[src/rtl/gate_interlock_pkg.sv]
// Shared definitions for the gate interlock: per-leg state encoding,
// fault codes and leg indices.
package gate_interlock_pkg;

    typedef enum logic [2:0] {
        LEG_OFF     = 3'd0,
        LEG_HI_ON   = 3'd1,
        LEG_LO_ON   = 3'd2,
        LEG_DEAD_HL = 3'd3,
        LEG_DEAD_LH = 3'd4
    } leg_state_t;

    localparam logic [1:0] FAULT_NONE   = 2'd0;
    localparam logic [1:0] FAULT_SHOOT  = 2'd1;
    localparam logic [1:0] FAULT_ONTIME = 2'd2;

    localparam logic [1:0] LEG_BUCK1 = 2'd0;
    localparam logic [1:0] LEG_BUCK2 = 2'd1;
    localparam logic [1:0] LEG_RES1  = 2'd2;
    localparam logic [1:0] LEG_RES2  = 2'd3;

    localparam int NUM_LEGS = 4;

    // Shoot-through outranks on-time when both hit the same leg together.
    function automatic logic [1:0] leg_fault_code(input logic shoot, input logic ontime);
        if (shoot)       return FAULT_SHOOT;
        else if (ontime) return FAULT_ONTIME;
        else             return FAULT_NONE;
    endfunction

endpackage

[src/rtl/gate_leg_interlock.sv]
// One half-bridge leg: dead-time sequencing between the upper and lower
// switch, shoot-through detection and the upper-switch on-time watchdog.
//
//   state        | meaning
//   -------------+--------------------------------------------------------
//   LEG_OFF      | both gates off, waiting for a request
//   LEG_HI_ON    | upper gate on, on-time watchdog running
//   LEG_LO_ON    | lower gate on
//   LEG_DEAD_HL  | upper just turned off, lower held off until dead expires
//   LEG_DEAD_LH  | lower just turned off, upper held off until dead expires
module gate_leg_interlock
    import gate_interlock_pkg::*;
#(
    parameter logic [15:0] DEAD_TIME   = 16'd10,
    parameter logic [15:0] MAX_ON_TIME = 16'd20000
) (
    input  logic       clk,
    input  logic       rst,
    input  logic [1:0] i_req,
    input  logic       i_force_off,
    output logic [1:0] o_gate,
    output logic       o_shoot,
    output logic       o_ontime
);

    localparam logic [15:0] ON_LIMIT = MAX_ON_TIME - 16'd1;

    leg_state_t  r_state;
    leg_state_t  w_state_next;
    logic [15:0] r_dead_cnt;
    logic [15:0] r_on_cnt;
    logic [1:0]  r_last_on;   // which switch was on most recently: 10 upper, 01 lower
    logic [1:0]  r_gate;
    logic        w_load_dead;
    logic        w_expired;

    // Dead time is over once the counter would reach zero on this edge, so
    // DEAD_TIME off-cycles separate the switches (never fewer than one).
    assign w_expired = (r_dead_cnt <= 16'd1);
    assign o_shoot   = (i_req == 2'b11);
    assign o_ontime  = (r_state == LEG_HI_ON) && (i_req == 2'b10) && (r_on_cnt == ON_LIMIT);
    assign o_gate    = r_gate;

    // Next-state decode and dead-counter reload requests.
    always_comb begin
        w_state_next = r_state;
        w_load_dead  = 1'b0;
        if (i_force_off || o_shoot) begin
            w_state_next = LEG_OFF;
            w_load_dead  = i_force_off;
        end else begin
            case (r_state)
                LEG_OFF: begin
                    if (i_req == 2'b10 && (w_expired || r_last_on == 2'b10))
                        w_state_next = LEG_HI_ON;
                    else if (i_req == 2'b01 && (w_expired || r_last_on == 2'b01))
                        w_state_next = LEG_LO_ON;
                end
                LEG_HI_ON: begin
                    if (i_req != 2'b10) begin
                        w_load_dead  = 1'b1;
                        w_state_next = (i_req == 2'b01) ? LEG_DEAD_HL : LEG_OFF;
                    end
                end
                LEG_LO_ON: begin
                    if (i_req != 2'b01) begin
                        w_load_dead  = 1'b1;
                        w_state_next = (i_req == 2'b10) ? LEG_DEAD_LH : LEG_OFF;
                    end
                end
                LEG_DEAD_HL: begin
                    if (i_req == 2'b10)
                        w_state_next = LEG_HI_ON;
                    else if (w_expired)
                        w_state_next = (i_req == 2'b01) ? LEG_LO_ON : LEG_OFF;
                end
                LEG_DEAD_LH: begin
                    if (i_req == 2'b01)
                        w_state_next = LEG_LO_ON;
                    else if (w_expired)
                        w_state_next = (i_req == 2'b10) ? LEG_HI_ON : LEG_OFF;
                end
                default: w_state_next = LEG_OFF;
            endcase
        end
    end

    // State, counters and registered gate drive.
    always_ff @(posedge clk) begin
        if (rst) begin
            r_state    <= LEG_OFF;
            r_dead_cnt <= DEAD_TIME;
            r_on_cnt   <= 16'd0;
            r_last_on  <= 2'b00;
            r_gate     <= 2'b00;
        end else begin
            r_state <= w_state_next;
            if (w_load_dead)
                r_dead_cnt <= DEAD_TIME;
            else if (r_dead_cnt != 16'd0)
                r_dead_cnt <= r_dead_cnt - 16'd1;
            if (r_state == LEG_HI_ON && w_state_next == LEG_HI_ON)
                r_on_cnt <= r_on_cnt + 16'd1;
            else
                r_on_cnt <= 16'd0;
            if (i_force_off)
                r_last_on <= 2'b00;
            else if (r_state == LEG_HI_ON)
                r_last_on <= 2'b10;
            else if (r_state == LEG_LO_ON)
                r_last_on <= 2'b01;
            r_gate <= {w_state_next == LEG_HI_ON, w_state_next == LEG_LO_ON};
        end
    end

endmodule

[src/rtl/gate_interlock.sv]
// Gate interlock top: four leg interlocks, the deion path, the fault
// priority encoder and the fault latch.
// Optional build macro GATE_GLITCH_FILTER_EN: every request bit must be
// stable for two consecutive samples before the legs see it.
module gate_interlock
    import gate_interlock_pkg::*;
#(
    parameter logic [15:0] DEAD_TIME   = 16'd10,
    parameter logic [15:0] MAX_ON_TIME = 16'd20000
) (
    input  logic       clk,
    input  logic       rst,
    input  logic [1:0] mosfet_buck1,
    input  logic [1:0] mosfet_buck2,
    input  logic [1:0] mosfet_res1,
    input  logic [1:0] mosfet_res2,
    input  logic       mosfet_deion,
    input  logic       fault_clear,
    output logic [1:0] gate_buck1,
    output logic [1:0] gate_buck2,
    output logic [1:0] gate_res1,
    output logic [1:0] gate_res2,
    output logic       gate_deion,
    output logic       fault,
    output logic [1:0] fault_code,
    output logic [1:0] fault_leg
);

    logic [8:0]          w_raw;
    logic [8:0]          w_req;
    logic [1:0]          w_leg_req  [NUM_LEGS];
    logic [1:0]          w_leg_gate [NUM_LEGS];
    logic [NUM_LEGS-1:0] w_shoot;
    logic [NUM_LEGS-1:0] w_ontime;
    logic                w_viol;
    logic [1:0]          w_code;
    logic [1:0]          w_leg;
    logic                w_fault_set;
    logic                w_clear;
    logic                w_force_off;
    logic                r_fault;
    logic [1:0]          r_fault_code;
    logic [1:0]          r_fault_leg;
    logic                r_deion;

    assign w_raw = {mosfet_buck1, mosfet_buck2, mosfet_res1, mosfet_res2, mosfet_deion};

`ifdef GATE_GLITCH_FILTER_EN
    logic [8:0] r_samp;
    logic [8:0] r_filt;

    // A bit is accepted only when it matches the previous sample.
    always_ff @(posedge clk) begin
        if (rst) begin
            r_samp <= 9'd0;
            r_filt <= 9'd0;
        end else begin
            r_samp <= w_raw;
            r_filt <= (w_raw & r_samp) | (r_filt & (w_raw ^ r_samp));
        end
    end

    assign w_req = r_filt;
`else
    assign w_req = w_raw;
`endif

    assign w_leg_req[0] = w_req[8:7];
    assign w_leg_req[1] = w_req[6:5];
    assign w_leg_req[2] = w_req[4:3];
    assign w_leg_req[3] = w_req[2:1];

    for (genvar g = 0; g < NUM_LEGS; g++) begin : g_leg
        gate_leg_interlock #(
            .DEAD_TIME  (DEAD_TIME),
            .MAX_ON_TIME(MAX_ON_TIME)
        ) u_leg (
            .clk        (clk),
            .rst        (rst),
            .i_req      (w_leg_req[g]),
            .i_force_off(w_force_off),
            .o_gate     (w_leg_gate[g]),
            .o_shoot    (w_shoot[g]),
            .o_ontime   (w_ontime[g])
        );
    end

    // Lowest-index violating leg wins; scanning downwards lets it overwrite.
    always_comb begin
        w_viol = 1'b0;
        w_code = FAULT_NONE;
        w_leg  = LEG_BUCK1;
        for (int i = NUM_LEGS - 1; i >= 0; i--) begin
            if (w_shoot[i] || w_ontime[i]) begin
                w_viol = 1'b1;
                w_code = leg_fault_code(w_shoot[i], w_ontime[i]);
                w_leg  = 2'(i);
            end
        end
    end

    assign w_fault_set = w_viol && !r_fault;
    assign w_force_off = r_fault || w_fault_set;
    assign w_clear     = r_fault && fault_clear && (w_raw == 9'd0) && (w_req == 9'd0);

    // Fault latch: first violation freezes code and leg until a clean clear.
    always_ff @(posedge clk) begin
        if (rst) begin
            r_fault      <= 1'b0;
            r_fault_code <= FAULT_NONE;
            r_fault_leg  <= LEG_BUCK1;
        end else if (w_fault_set) begin
            r_fault      <= 1'b1;
            r_fault_code <= w_code;
            r_fault_leg  <= w_leg;
        end else if (w_clear) begin
            r_fault      <= 1'b0;
            r_fault_code <= FAULT_NONE;
            r_fault_leg  <= LEG_BUCK1;
        end
    end

    // Deion has no sequencing of its own; it is only gated by the fault.
    always_ff @(posedge clk) begin
        if (rst)
            r_deion <= 1'b0;
        else
            r_deion <= w_req[0] && !w_force_off;
    end

    assign gate_buck1 = w_leg_gate[0];
    assign gate_buck2 = w_leg_gate[1];
    assign gate_res1  = w_leg_gate[2];
    assign gate_res2  = w_leg_gate[3];
    assign gate_deion = r_deion;
    assign fault      = r_fault;
    assign fault_code = r_fault_code;
    assign fault_leg  = r_fault_leg;

endmodule

[config.mk]
export PLATFORM = sky130hd
export DESIGN_NAME = gate_interlock
export DESIGN_NICKNAME = d
export VERILOG_FILES = /design/src/rtl/gate_interlock_pkg.sv /design/src/rtl/gate_leg_interlock.sv /design/src/rtl/gate_interlock.sv
export SDC_FILE = /design/constraint.sdc
export NUM_CORES = 1
export LEC_CHECK = 0
export BUFFER_PORTS_ARGS = -buffer_cell sky130_fd_sc_hd__buf_2
export CORE_ASPECT_RATIO = 2
export CORE_MARGIN = 5
export CORE_UTILIZATION = 39
export CTS_BUF_LIST = sky130_fd_sc_hd__clkbuf_8
export DETAILED_ROUTE_END_ITERATION = 12
export PLACE_DENSITY = 0.61
export SYNTH_ARGS = -nofsm -noshare
export SYNTH_HDL_FRONTEND = slang
export SYNTH_SLANG_ARGS = --single-unit
[constraint.sdc]
create_clock -name clk -period 6.6 [get_ports clk]
set_clock_uncertainty 0.05 [all_clocks]
set_input_delay 0.66 -clock clk [delete_from_list [all_inputs] [get_ports clk]]
set_output_delay 0.66 -clock clk [all_outputs]
set_load 0.05 [all_outputs]
After elaboration in Yosys (flattened, before gate mapping)
Index checks and enable logic that the tools add are counted.

Bits in registers: 162. Input bits: 12. Output and inout port bits: 14. Word-level logic and storage cells: 276.

Add/subtract/negate cells: 8. $lt $le $gt $ge: 4. Eq/ne operators: 56. Multiplexer cells: 105. Bitwise operators: 4. Reduce and logical (&&, ||, !) cells: 71.

Operators with widths (count): $mux 3 (40); $mux 2 (35); $add 16x1->16 const B (4); $eq 16x15->1 const B (4); $le 16x1->1 const B (4); $reduce_bool 16->1 (4); $sub 16x1->16 const B (4); $pmux 3 s5 (4); $eq 3x2->1 const B (12); $logic_and 1x1->1 (25); $eq 2x2->1 const B (12); $eq 3x1->1 const B (8); $mux 1 (22); $reduce_or 2->1 (9); $logic_or 1x1->1 (17); $eq 2x1->1 const B (8); $eq 3x3->1 const B (4); $logic_not 3->1 (4); $reduce_or 3->1 (4); $reduce_bool 2->1 (5); $logic_not 9->1 (1); $ne 2x1->1 const B (4); $ne 2x2->1 const B (4); $pmux 1 s2 (4); 2 further kinds (6).

Logic depth before layout (Yosys ltp)
Gate-level depths: netlist (run 1).

Depth after elaboration: 16. Gate-level depth with buffers: 10. Depth with buffers taken out: 8.

Cells and area by module
From an unflattened synthesis (run 1), not the netlist that was laid out.

Cells, all modules: 948. Area total of the unflattened synthesis: 8529.4 um2.

By module, submodules not included: gate_leg_interlock at g_leg[0].u_leg ... (times used 3, cells each 224, area an instance 2055.7 um2, seq. area each 780.7 um2); gate_leg_interlock at g_leg[3].u_leg (times used 1, cells each 238, area an instance 2033.2 um2, seq. area each 780.7 um2); gate_interlock (times used 1, cells each 38, area an instance 329.1 um2, seq. area each 120.1 um2).

Least setup slack after synthesis (run 1)
OpenSTA, ideal clock, no wires.

Path type: input -> register. Start: input mosfet_buck1[1]. End: register g_leg[3].u_leg.r_dead_cnt[3]. Setup time: 127 ps. Arrival time: 2222 ps. Required time: 6423 ps. Setup slack: 4201 ps. Cell stages on the path: 8. Buffers on the path: 2. Cells stage by stage: clkbuf_1 nor2b_1 nand2b_1 o31ai_1 nor3b_1 buf_6 o2111ai_2 or3b_1.

Longest elaborated chain between the ends: 10. Elaborated cells between the ends (all ways): 11. Those cells by class: eq/ne: 2; mux: 2; reduce/logical: 7.

RTL lines: from (decl) (line gate_interlock.sv:13) `input logic [1:0] mosfet_buck1,`; $eq 2x2->1 (line gate_leg_interlock.sv:41) `assign o_ontime = (r_state == LEG_HI_ON) && (i_req == 2'b10) && (r_on_cnt == ON_LIMIT);`; $logic_and 1x1->1 (2 in series) (line gate_leg_interlock.sv:41); $logic_or 1x1->1 (*) (line gate_interlock.sv:94) `if (w_shoot[i] || w_ontime[i]) begin`; $mux 1 (*) (line gate_interlock.sv:94); $logic_and 1x1->1 (*) (line gate_interlock.sv:102) `assign w_fault_set = w_viol && !r_fault;`; $logic_or 1x1->1 (*) (line gate_interlock.sv:103) `assign w_force_off = r_fault || w_fault_set;`; $logic_or 1x1->1 (line gate_leg_interlock.sv:48) `if (i_force_off || o_shoot) begin`; $mux 1 (*) (line gate_leg_interlock.sv:48); $reduce_or 2->1 (no source line) (*); to (signal assigned) (line gate_leg_interlock.sv:101) `r_dead_cnt <= r_dead_cnt - 16'd1;`; to (decl) (line gate_leg_interlock.sv:30) `logic [15:0] r_dead_cnt;`.

Every way passes the cells marked *; elsewhere a longest branch is shown, timed or not. A chain may end at the register's enable or synchronous reset.

Worst setup path in the final report (run 1)
Start: register g_leg[3].u_leg.r_state[0]. End: register g_leg[3].u_leg.r_state[0].

Longest elaborated chain between the ends: 12. Elaborated cells between the ends (all ways): 25. Those cells by class: eq/ne: 4; mux: 14; reduce/logical: 7.

RTL lines: from (decl) (line gate_leg_interlock.sv:28) `leg_state_t r_state;`; from (signal assigned) (line gate_leg_interlock.sv:97) `r_state <= w_state_next;`; $eq 3x1->1 (line gate_leg_interlock.sv:41, gate_leg_interlock.sv:52); $logic_and 1x1->1 (2 in series) (line gate_leg_interlock.sv:41); $logic_or 1x1->1 (line gate_interlock.sv:94); $mux 1 (4 in series) (line gate_interlock.sv:94); $logic_and 1x1->1 (line gate_interlock.sv:102); $logic_or 1x1->1 (line gate_interlock.sv:103); $logic_or 1x1->1 (line gate_leg_interlock.sv:48); $mux 3 (*) (line gate_leg_interlock.sv:48).

Marked as above.

==> metrics.md, run 1 <==
| Metric | Value |
|---|---|
| RD Place Congestion | 0.790 |
| Synth-to-layout area growth | 9.06% |
| Htree depth | 4 |
| Startpoint Class | flip-flop |
| Post-CTS setup buffer count | 0 |
| Mapped Area | 8140 sq um |
| Die width | 112 microns |
| Total number of vias | 6396 |
| Vias per cell | 5.28 |
| Share of cells above drive strength 1 | 12.4% |
| Hold Path End | gate_deion |
| Final period util | 46.8% |
| Worst R2R Setup Slack | 3510 ps |
| First-pass GRT wire length | 29.5 mm |
| Clk slew on worst S/H paths | 90 ps |
| Crit path kind | reg -> reg |
| Hold depth | 3 |
| Peak supply drop | 0.121 mV |
| Synth area leader | dfxtp_1 |
| Largest net degree at the start of global routing | 29 |
| GRT Total Usage | 14.7% |
| Clock period minus worst slack | 3090 ps |
| Relative slew slack | 48.1% |
| Later-pin clock latency in the skew report | 470 ps |
| Leading post-synthesis cells by cell area | dfxtp_1 (40%), xnor2_1 (6.5%), nor2_1 (5.4%), xor2_1 (5.1%), nor3_1 (3.6%) |
| Crit-path most repeated cell | buf_4 |
| DP Wirelength | 12.5 mm |
| Synth Warn # | 0 |
| Initial DRC Count | 193 |
| Fin. Hold Viols | 0 |
| #FFs+latches synth | 162 |
| Port bufs | 25 |
| CP peak stage delay | 660 ps |
| FMAX | 324 MHz |
| Clock Sinks | 162 |
| Number of synthesized flops with an enable pin | 0 |
| Worst EP arrival | 3410 ps |
| Syn Nets | 945 |
| Num ports | 26 |
| RSZ-0062 raised after global routing | false |
| Crit path max fanout | 28 |
| Vias in the first global route | 6327 |
| Core ar. | 20500 sq um |
| Run status | finished, final reports clean |
| Worst-Margin Slew | 779 ps |
| Pwr dens | 215 nW/um^2 |
| Hold_buf cts | 0 |
| Avg Synthesized Cell Area | 8.85 sq um |
| CTS root buf | clkbuf_8 |
| Slowest CP cell | or3b_1 |
| HP Start | mosfet_deion |
| Critical-path cell list | or3b_1 -> nor4_2 -> and3_1 -> nor3b_2 -> buf_4 -> nand3_1 -> buf_4 -> and3b_1 |
| R2R cell count | 8 |
| DRC | 0 |
| Worst reg2reg endpoint | g_leg[3].u_leg.r_state[0] |
| Clock buffer depth | 2 |
| Leak | 3.00 nW |
| Nets | 959 |
| WL/cell | 14.2 microns |
| Max Transition Viols Final | 0 |
| Final wirelength | 17.2 mm |
| Global route overflow | 0 |
| TNS Setup | 0 ps |
| Post-synthesis cell count | 919 |
| Main synth FF type | dfxtp_1 |
| MaxCap Viol Count | 0 |
| R2r startpoint | g_leg[3].u_leg.r_state[0] |
| Synth top area share | 39.9% |
| Min Hold Slack | 372 ps |
| Setup Viol. Count Final | 0 |
| CTS tree | built |
| Asr flop ratio synth | 0% |
| Rows | 74 |
| Starting density of the core | 39.8% |
| Routed Antenna Nets | 0 |
| Sequential fraction of the synthesis area | 39.9% |
| Die ar. | 24000 sq um |
| ANT cells | 0 |
| Detailed Routing Iterations Pass 1 | 6 |
| CP Capture Type | flip-flop |
| Type of the most critical hold path | in -> reg |
| Worst Path Required | 6920 ps |
| TritonCTS Buffers | 17 |
| Die span in y | 214 microns |
| Initial antenna violation count | 1 |
| # resized after CTS | 0 |
| Synth cell types | 77 |
| Fillcell total | 2030 |
[cell type report]
class | instances | area (sq um) | area share (%)
Clock inverter | 13 | 208 | 2.34
Timing Repair Buffer | 29 | 155 | 1.75
Multi-Input combinational cell | 692 | 4570 | 51.5
Tap cell | 266 | 333 | 3.75
Inverter | 31 | 116 | 1.31
Clock buffer | 18 | 248 | 2.79
Sequential cell | 162 | 3240 | 36.6
[state kept, by name (all words and copies together), names as in the netlist]
signal and cells:
fault_code 2, g_leg.u_leg.r_on_cnt 64, g_leg.u_leg.r_dead_cnt 64, g_leg.u_leg.o_gate 8, fault 1, fault_leg 2
gate_deion 1, g_leg.u_leg.r_last_on 8, g_leg.u_leg.r_state 12
[worst max-delay path, delay by kind of cell, from the launching register on]
| kind | cells | cell delay, ps |
|---|---|---|
| buffers and inverters | 2 | 590 |
| flip-flops | 1 | 530 |
| AND/OR/NAND/NOR | 6 | 1800 |
[cells in the final DEF, fill, tap and decap left out, drive strengths merged, types with 3 or more instances in the layout]
cell type and instances:
o31ai 7, ha 14, or4 8, nand4 15, clkinv 5, a32oi 3
nand3 42, a41oi 3, o21bai 4, mux2i 5, or3b 3, nand2 60
and4 5, nor3b 9, or4b 3, nor4 38, nor3 79, xor2 47
buf 29, nor2 117, a21oi 28, o2111ai 7, xnor2 60, nand2b 13
nand3b 3, clkbuf 18, and2 4, and3 18, dfxtp 162, nor2b 17
bufinv 5, or3 9, nor4b 10, nand4b 4, o21ai 25, and3b 4
or2 5, inv 34
[per-stage QoR]
step	worst slack, ps	util (%)	power (W)	instance area, sq um	cells
final	3510	43.4	0.00190	8870	1211
after global routing	3250	43.4	0.00199	8870	1211
after CTS	3490	43.4	0.00194	8870	1211
after detailed placement	3510	41.1	0.00109	8420	1180
after global placement	3540	41.1	0.00109	8420	1180
after floorplan	4200	-	0.00107	8140	919
[routing by layer]
| metal | vias to the layer above | wire length [microns] | global-route usage (%) |
|---|---|---|---|
| met2 | 75 | 9300 | 27.1 |
| met1 | 3036 | 7050 | 15.9 |
| met5 | - | 13 | 0 |
| li1 | 3264 | - | - |
| met3 | 19 | 558 | 3.76 |
| met4 | 2 | 302 | 5.42 |
[cells in the mapped netlist, types with 4 or more instances]
cell type	instances
nand4_1	13
nor2_1	116
nor3_2	21
or4_1	5
and3_1	18
dfxtp_1	162
nor2b_1	17
and4_1	5
ha_1	14
clkbuf_1	11
xor2_1	47
nand2b_1	13
o31ai_1	6
xnor2_1	60
buf_2	10
or2_2	4
o21ai_0	25
nor3_1	58
buf_6	4
nor3b_1	6
or3_1	9
nor4_1	34
nand3_1	42
inv_1	31
buf_4	8
nor4b_1	10
o2111ai_2	4
nand2_1	57
mux2i_1	5
o21bai_1	4
a21oi_1	27
and3b_1	4
[worst max path at each step]
stage,startpoint,endpoint,slack [ps],cells past startpoint
after floorplan,mosfet_buck1[1],g_leg[3].u_leg.r_dead_cnt[3],4200,8
after global placement,g_leg[3].u_leg.r_state[0],g_leg[3].u_leg.r_state[0],3540,8
after detailed placement,g_leg[3].u_leg.r_state[0],g_leg[3].u_leg.r_state[0],3510,8
after CTS,g_leg[3].u_leg.r_state[0],g_leg[3].u_leg.r_state[0],3490,8
after global routing,g_leg[3].u_leg.r_state[0],g_leg[3].u_leg.r_state[0],3250,8
final,g_leg[3].u_leg.r_state[0],g_leg[3].u_leg.r_state[0],3510,8
[cells by family (layout without fill, tap and decap cells)]
kind of cell / after synthesis / count (layout) / synth area share (%)
simple gates: 467 / 467 / 32.6
buf+inv: 65 / 91 / 4.03
fa+ha+maj: 14 / 14 / 2.15
flops: 162 / 162 / 39.9
xor+xnor: 107 / 107 / 11.5
compound gates: 98 / 98 / 9.09
mux: 6 / 6 / 0.754
[power breakdown]
group	total, W	switching, W	internal [W]
Sequential	0.000987	0.00000521	0.000982
Combinational	0.0000807	0.0000546	0.0000261
Clock	0.000836	0.000377	0.000460
Total	0.00190	0.000436	0.00147
Note: power is estimated with default switching activity, not from simulation.
==> run 2, diff against run 1 <==
Settings changed: ABC_AREA from default to 1, PLACE_DENSITY 0.61 to 0.63.
Clock period 6.6 ns to 2.5 ns, I/O delays scaled along.
==> run 2 against run 1 <==
Sequential power rose to 2.6 times the previous value. Critical endpoint is now g_leg[1].u_leg.r_on_cnt[7]. Largest cell class unchanged. Register-to-register slack got worse by 3300 ps. Total power rose to 2.6 times the previous value. Critical path depth rose by 6. First-iteration DRC count fell by 6.2%. Global-route usage fell by 0.25 points. Clock-buffer cell count rose by 2. Via count rose by 8.1%. Cell count rose by 19%. Clock power rose by 150%. Critical path type unchanged. Synthesized area rose by 1.3%.
==> metrics.md, run 2 <==
| Metric | Value |
|---|---|
| Run status | finished, final reports clean |
| Placed cells | 1400 (+19%) |
| Startpoint Class | flip-flop |
| Clock Sinks | 162 (unchanged) |
| Clk slew on worst S/H paths | 90 ps (about the same) |
| Number of synthesized flops with an enable pin | 0 (unchanged) |
| Max Transition Viols Final | 0 (unchanged) |
| ANT cells | 0 (unchanged) |
| Clock buffer depth | 2 (unchanged) |
| DRC | 0 (unchanged) |
| Vias in the first global route | 6866 (+8.5%) |
| Vias per cell | 4.80 (-9.2%) |
| Fin. Hold Viols | 0 (unchanged) |
| Top-count cell post-synth | nor2_1 |
| Synth Area in Compound Gates | 6.89% (-2.2 points) |
| Relative slew slack | 62.3% (+14 points) |
| Power, Total | 0.00487 W (+160%) |
| FMAX | 437 MHz (+35%) |
| Later-pin clock latency in the skew report | 480 ps (about the same) |
| Avg Synthesized Cell Area | 7.42 sq um (-16%) |
| #FFs+latches synth | 162 (unchanged) |
| Synth top area share | 39.4% (-0.51 points) |
| Clock period minus worst slack | 2290 ps (-800 ps) |
| Final non-filler cell total | 1441 (+19%) |
| CP Capture Type | flip-flop |
| Global route overflow | 0 (unchanged) |
| Main synth FF type | dfxtp_1 |
| WL/cell | 11.7 microns (-18%) |
| Sequential fraction of the synthesis area | 39.4% (-0.51 points) |
| Port bufs | 25 (unchanged) |
| CTS root buf | clkbuf_8 |
| Peak supply drop | 0.419 mV (+240%) |
| Most common cell after layout, fill and taps aside | nor2_1 |
| RD Place Congestion | 0.875 (+11%) |
| Synth area leader | dfxtp_1 |
| Rows | 75 (+1.4%) |
| Final wirelength | 16.8 mm (-2.4%) |
| Mux cell area share after synthesis | 0% (-0.75 points) |
| Synth cell types | 50 (-35%) |
| DP Wirelength | 12.9 mm (+3.2%) |
| Pwr dens | 530 nW/um^2 (+150%) |
| Synth Warn # | 0 (unchanged) |
| Largest registers | g_leg.u_leg.r_dead_cnt: 64 flops, g_leg.u_leg.r_on_cnt: 64 flops, g_leg.u_leg.r_state: 12 flops |
| Synth-to-layout area growth | 11.5% |
| Min Hold Slack | 90.0 ps (-282 ps) |
| Die span in y | 216 microns (+0.62%) |
| Asr flop ratio synth | 0% (unchanged) |
| Leading post-synthesis cells by cell area | dfxtp_1 (39%), nor2_1 (8.9%), nand2_1 (8.4%), inv_1 (6.0%), xor2_1 (5.3%) |
| Initial antenna violation count | 0 (-1) |
| Largest net degree at the start of global routing | 21 (-28%) |
| Total number of vias | 6912 (+8.1%) |
| Detailed Routing Iterations Pass 1 | 4 (-2) |
| TritonCTS Buffers | 17 (unchanged) |
| Routed Antenna Nets | 0 (unchanged) |
| Worst Path Required | 2860 ps (-4060 ps) |
| Htree depth | 4 (unchanged) |
| Post-synthesis cell count | 1111 (+21%) |
| Final period util | 91.6% (+45 points) |
| TNS Setup | 0 ps (unchanged) |
| Nets | 1185 (+24%) |
| Die ar. | 24300 sq um (+1.2%) |
| GRT Total Usage | 14.5% (-0.25 points) |
| Adder-Cell Fraction of Synth Area | 2.13% (-0.027 points) |
| Mapped Area | 8240 sq um (+1.3%) |
| Setup Viol. Count Final | 0 (unchanged) |
| RSZ-0062 raised after global routing | false |
| Leak | 3.52 nW (+17%) |
| Worst EP arrival | 2650 ps (-760 ps) |
| Simple-gate portion of the synthesized area | 35.2% (+2.6 points) |
| Largest family of logic cells by synthesized area | simple AND/OR/NAND/NOR gates |
| Util after Layout | 43.9% (+0.54 points) |
| Syn Nets | 1137 (+20%) |
| Die width | 113 microns (+0.59%) |
| Crit path max fanout | 14 (-50%) |
| MaxCap Viol Count | 0 (unchanged) |
| Initial DRC Count | 181 (-6.2%) |
| Core ar. | 20900 sq um (+2.3%) |
| Share of cells above drive strength 1 | 13.6% (+1.2 points) |
| Most frequent cells in the layout | nor2_1 (196), nand2_1 (185), dfxtp_1 (162) |
| Starting density of the core | 39.4% (-0.38 points) |
| Num ports | 26 (unchanged) |
| Worst-Margin Slew | 561 ps (-218 ps) |
| First-pass GRT wire length | 29.2 mm (-1.0%) |
| Post-Synth XOR/XNOR Area | 8.50% (-3.0 points) |
| CTS tree | built |
| Crit path kind | reg -> reg |
| Post-synth top cells | nor2_1 (196), nand2_1 (185), dfxtp_1 (162) |
| Type of the most critical hold path | in -> reg |
## run 2: cell types whose count changed after synthesis, moves of 12 or more
cell	change
nand2b_1	-13
nor2_4	+16
a21oi_1	+12
nand3_1	+28
xnor2_1	-30
and3_1	-15
nor3_2	-15
nor2b_1	-17
nor2_2	+24
inv_1	+101
nor4_1	-26
nand2_1	+128
nor2_1	+80
nor3_1	-14
## run 2: per-layer routing
| metal | vias to the layer above | wire length, microns | GRT usage, % |
|---|---|---|---|
| met3 | 24 | 491 | 3.34 |
| met5 | - | 0 | 0 |
| li1 | 3654 | - | - |
| met1 | 3156 | 6680 | 14.5 |
| met4 | 0 | 369 | 5.58 |
| met2 | 78 | 9280 | 28.0 |
## run 2: kinds of logic after synthesis
kind of cell | Yosys count
buffers and inverters | 156
AO/OA/AOI/OAI | 95
AND/OR/NAND/NOR | 604
adder cells (fa/ha/maj) | 14
flip-flops | 162
XOR/XNOR | 80
## run 2: worst max-delay path, stage by stage, from the launching register on
cell and delay (ps):
dfxtp_1 330, ha_1 220, nand3_1 160, nor2_2 60
nand3_2 110, nand2_4 70, nor2_4 130, nand2_2 80
nor2_4 190, buf_4 190, nand3_4 70, nor2_4 120
nand3_4 170, buf_4 210, nor2_4 60
## run 2: repair_timing
item,CTS,global route
hold buffers,1,0
setup endpoints to repair,0,28
buffers inserted,0,8
hold endpoints to repair,1,0
resized for setup,0,3
## run 2: cell type report
| class | count | area (sq um) |
|---|---|---|
| flip-flops and latches | 162 | 3240 |
| repair buffers | 44 | 283 |
| inverters | 141 | 529 |
| multi-input cells | 793 | 4360 |
| fillers | 2144 | 11700 |
| clock inverters | 12 | 156 |
| well taps | 269 | 337 |
| clock buffers | 20 | 275 |
## run 2: report_power, final
part / switching, W / internal (W) / total (W)
clock: 0.000996 / 0.00107 / 0.00206
combinational: 0.000145 / 0.0000606 / 0.000206
sequential: 0.0000116 / 0.00259 / 0.00260
total: 0.00115 / 0.00372 / 0.00487
## run 2: through the flow
step / cell area (sq um) / worst slack, ps
final: 9190 / 211
after global routing: 9190 / 37.4
after CTS: 9110 / 110
after detailed placement: 8670 / 135
after global placement: 8670 / 198
after floorplan: 8240 / 562
## run 2: worst paths after layout
kind / start / endpoint / slack [ps] / cells past startpoint
setup / recovery: g_leg[0].u_leg.r_on_cnt[0] / g_leg[1].u_leg.r_on_cnt[7] / 210 / 14
hold / removal: fault_clear / fault / 90 / 4
setup reg to reg: g_leg[0].u_leg.r_on_cnt[0] / g_leg[1].u_leg.r_on_cnt[7] / 210 / 14
hold reg to reg: g_leg[3].u_leg.r_on_cnt[0] / g_leg[3].u_leg.r_on_cnt[0] / 400 / 1
==> run 3, diff against run 2 <==
Settings changed: ABC_AREA 1 to default.
==> run 3 against run 2 <==
Cell count is 12% lower. Setup slack got worse by 120 ps. Global-route usage grew 0.64 points. Largest cell class unchanged. Die area decreased by 1.2%. Total power grew 5.2%. Clock power up 10%. Fmax shrank 5.1%. Cell area rose by 2.5%. Combinational power rose by 21%. Critical path depth shrank 6. Core utilization is 2.1 points higher. Sequential power is essentially flat.
==> metrics.md, run 3 (synthesis gave the netlist of run 1 again) <==
| Metric | Value |
|---|---|
| Run status | finished, final reports clean |
| Global route overflow | 0 (unchanged) |
| Vias per cell | 5.28 (+10%) |
| Fin. Hold Viols | 0 (unchanged) |
| Num ports | 26 (unchanged) |
| Setup Viol. Count Final | 0 (unchanged) |
| FMAX | 414 MHz (-5.1%) |
| Final non-filler cell total | 1269 (-12%) |
| Relative slew slack | 50.2% (-12 points) |
| Clk slew on worst S/H paths | 80 ps (about the same) |
| Synth-to-layout area growth | 15.8% |
| Rows | 74 (-1.3%) |
| CTS root buf | clkbuf_8 |
| Final period util | 96.5% (+5.0 points) |
| Largest net degree at the start of global routing | 29 (+38%) |
| Clock Sinks | 162 (unchanged) |
| GRT Total Usage | 15.1% (+0.64 points) |
| ANT cells | 0 (unchanged) |
| Routed Antenna Nets | 0 (unchanged) |
| Die span in y | 214 microns (-0.61%) |
| Vias in the first global route | 6704 (-2.4%) |
| Placed cell area | 8810 sq um (+1.7%) |
| Type of the most critical hold path | in -> reg |
| Starting density of the core | 39.8% (+0.38 points) |
| Largest registers | g_leg.u_leg.r_dead_cnt: 64 flops, g_leg.u_leg.r_on_cnt: 64 flops, g_leg.u_leg.r_state: 12 flops |
| Leak | 3.31 nW (-6.0%) |
| Share of cells above drive strength 1 | 17.2% (+3.7 points) |
| Delay-heaviest family, CP | simple AND/OR/NAND/NOR gates |
| Placed cells | 1231 (-12%) |
| Clock buffer depth | 2 (unchanged) |
| Worst-Margin Slew | 745 ps (+184 ps) |
| Hold depth | 4 (unchanged) |
| CP peak stage delay | 540 ps (+210 ps) |
| Htree depth | 4 (unchanged) |
| DRC | 0 (unchanged) |
| Worst EP arrival | 2730 ps (+80 ps) |
| Crit path max fanout | 11 (-3) |
| Nets | 1016 (-14%) |
| Most frequent cells in the layout | dfxtp_1 (162), nor2_1 (116), xnor2_1 (60) |
| WL/cell | 14.3 microns (+22%) |
| TritonCTS Buffers | 17 (unchanged) |
| Pwr dens | 544 nW/um^2 (+2.6%) |
| Worst Path Required | 2810 ps (-50 ps) |
| Die ar. | 24000 sq um (-1.2%) |
| Startpoint Class | flip-flop |
| Later-pin clock latency in the skew report | 470 ps (about the same) |
| Final wirelength | 18.1 mm (+7.7%) |
| Detailed Routing Iterations Pass 1 | 4 (unchanged) |
| Most common cell after layout, fill and taps aside | dfxtp_1 |
| Worst Setup SP | g_leg[3].u_leg.r_on_cnt[7] |
| Post-route cell area | 9420 sq um (+2.5%) |
| RD Place Congestion | 0.820 (-6.3%) |
| CP Capture Type | flip-flop |
| R2r startpoint | g_leg[3].u_leg.r_on_cnt[7] |
| Core ar. | 20500 sq um (-2.2%) |
| Max Transition Viols Final | 0 (unchanged) |
| Worst Path Buf+Inv | 2 (unchanged) |
| Total number of vias | 6700 (-3.1%) |
| MaxCap Viol Count | 0 (unchanged) |
| Die width | 112 microns (-0.59%) |
| Port bufs | 25 (unchanged) |
| Critical path depth | 8 (-6) |
| Peak supply drop | 0.327 mV (-22%) |
| R2R cell count | 8 (-6) |
| Crit path kind | reg -> reg |
| RSZ-0062 raised after global routing | true |
| Initial DRC Count | 269 (+49%) |
| Slowest CP cell | or4b_1 |
| HP Start | mosfet_buck1[1] |
| DP Wirelength | 13.1 mm (+2.0%) |
| Crit-path most repeated cell | buf_4 |
| CTS tree | built |
| Initial antenna violation count | 0 (unchanged) |
| Clock period minus worst slack | 2410 ps (+124 ps) |
| First-pass GRT wire length | 30.1 mm (+3.1%) |
| Critical-path cell list | or4b_1 -> nor4_2 -> and3_4 -> nor3b_4 -> buf_4 -> nand3_1 -> buf_4 -> and4b_1 |
## run 3: changes by cell type in the layout (fill, tap and decap cells not counted), moves of 28 or more
cell	before	now
nand2_1	185	57
inv_1	133	35
nor2_1	196	116
buf_4	17	56
xnor2_1	30	60
nand3_1	70	42
## run 3: worst paths after layout
path	endpoint	slack, ps
worst min-delay path	fault_code[1]	190
worst max register to register	g_leg[0].u_leg.o_gate[0]	90
worst min register to register	g_leg[1].u_leg.r_on_cnt[0]	430
worst max-delay path	g_leg[0].u_leg.o_gate[0]	90
## run 3: layout make-up
| class | instances | area (sq um) |
|---|---|---|
| repair buffers | 85 | 606 |
| clock inverters | 14 | 220 |
| inverters | 31 | 116 |
| flip-flops and latches | 162 | 3240 |
| multi-input cells | 693 | 4650 |
| well taps | 266 | 333 |
| fillers | 2011 | 11000 |
| clock buffers | 18 | 248 |
## run 3: per-stage QoR
step	setup slack, ps	hold slack (ps)	utilization, %	setup TNS, ps	total power [W]
after floorplan	230	279	-	0	0.00283
after global placement	-184	412	43.1	-1440	0.00290
after detailed placement	-234	417	43.1	-2770	0.00290
after CTS	20.8	148	45.6	0	0.00519
after global routing	-17.2	198	46.0	-47.9	0.00531
final	86.9	194	46.0	0	0.00512
## run 3: worst register-to-register path, stage by stage (launching register included)
cell and delay [ps]:
dfxtp_1 320, or4b_1 540, nor4_2 310, and3_4 260, nor3b_4 60, buf_4 170
nand3_1 160, buf_4 220, and4b_1 220
## run 3: power breakdown
part	total (W)	leakage (nW)	switching [W]	internal, W
sequential	0.00261	1.31	0.0000147	0.00259
combinational	0.000250	1.76	0.000158	0.0000925
clock	0.00227	0.244	0.000970	0.00130
total	0.00512	3.31	0.00114	0.00398
## run 3: repair_timing
action	4_1_cts	5_1_grt
gates cloned	0	1
endpoints found under the setup margin	71	73
buffers inserted	2	1
hold endpoints to repair	2	0
resized for setup	2	7
hold buffers	2	0
pin swaps	1	2
## run 3: per-layer routing
| layer | vias to the layer above | global-route usage (%) | wire length (microns) |
|---|---|---|---|
| li1 | 3396 | - | - |
| met1 | 3177 | 15.3 | 6990 |
| met2 | 94 | 28.3 | 9910 |
| met3 | 33 | 3.93 | 680 |
| met4 | 0 | 6.86 | 523 |
| met5 | - | 0 | 0 |
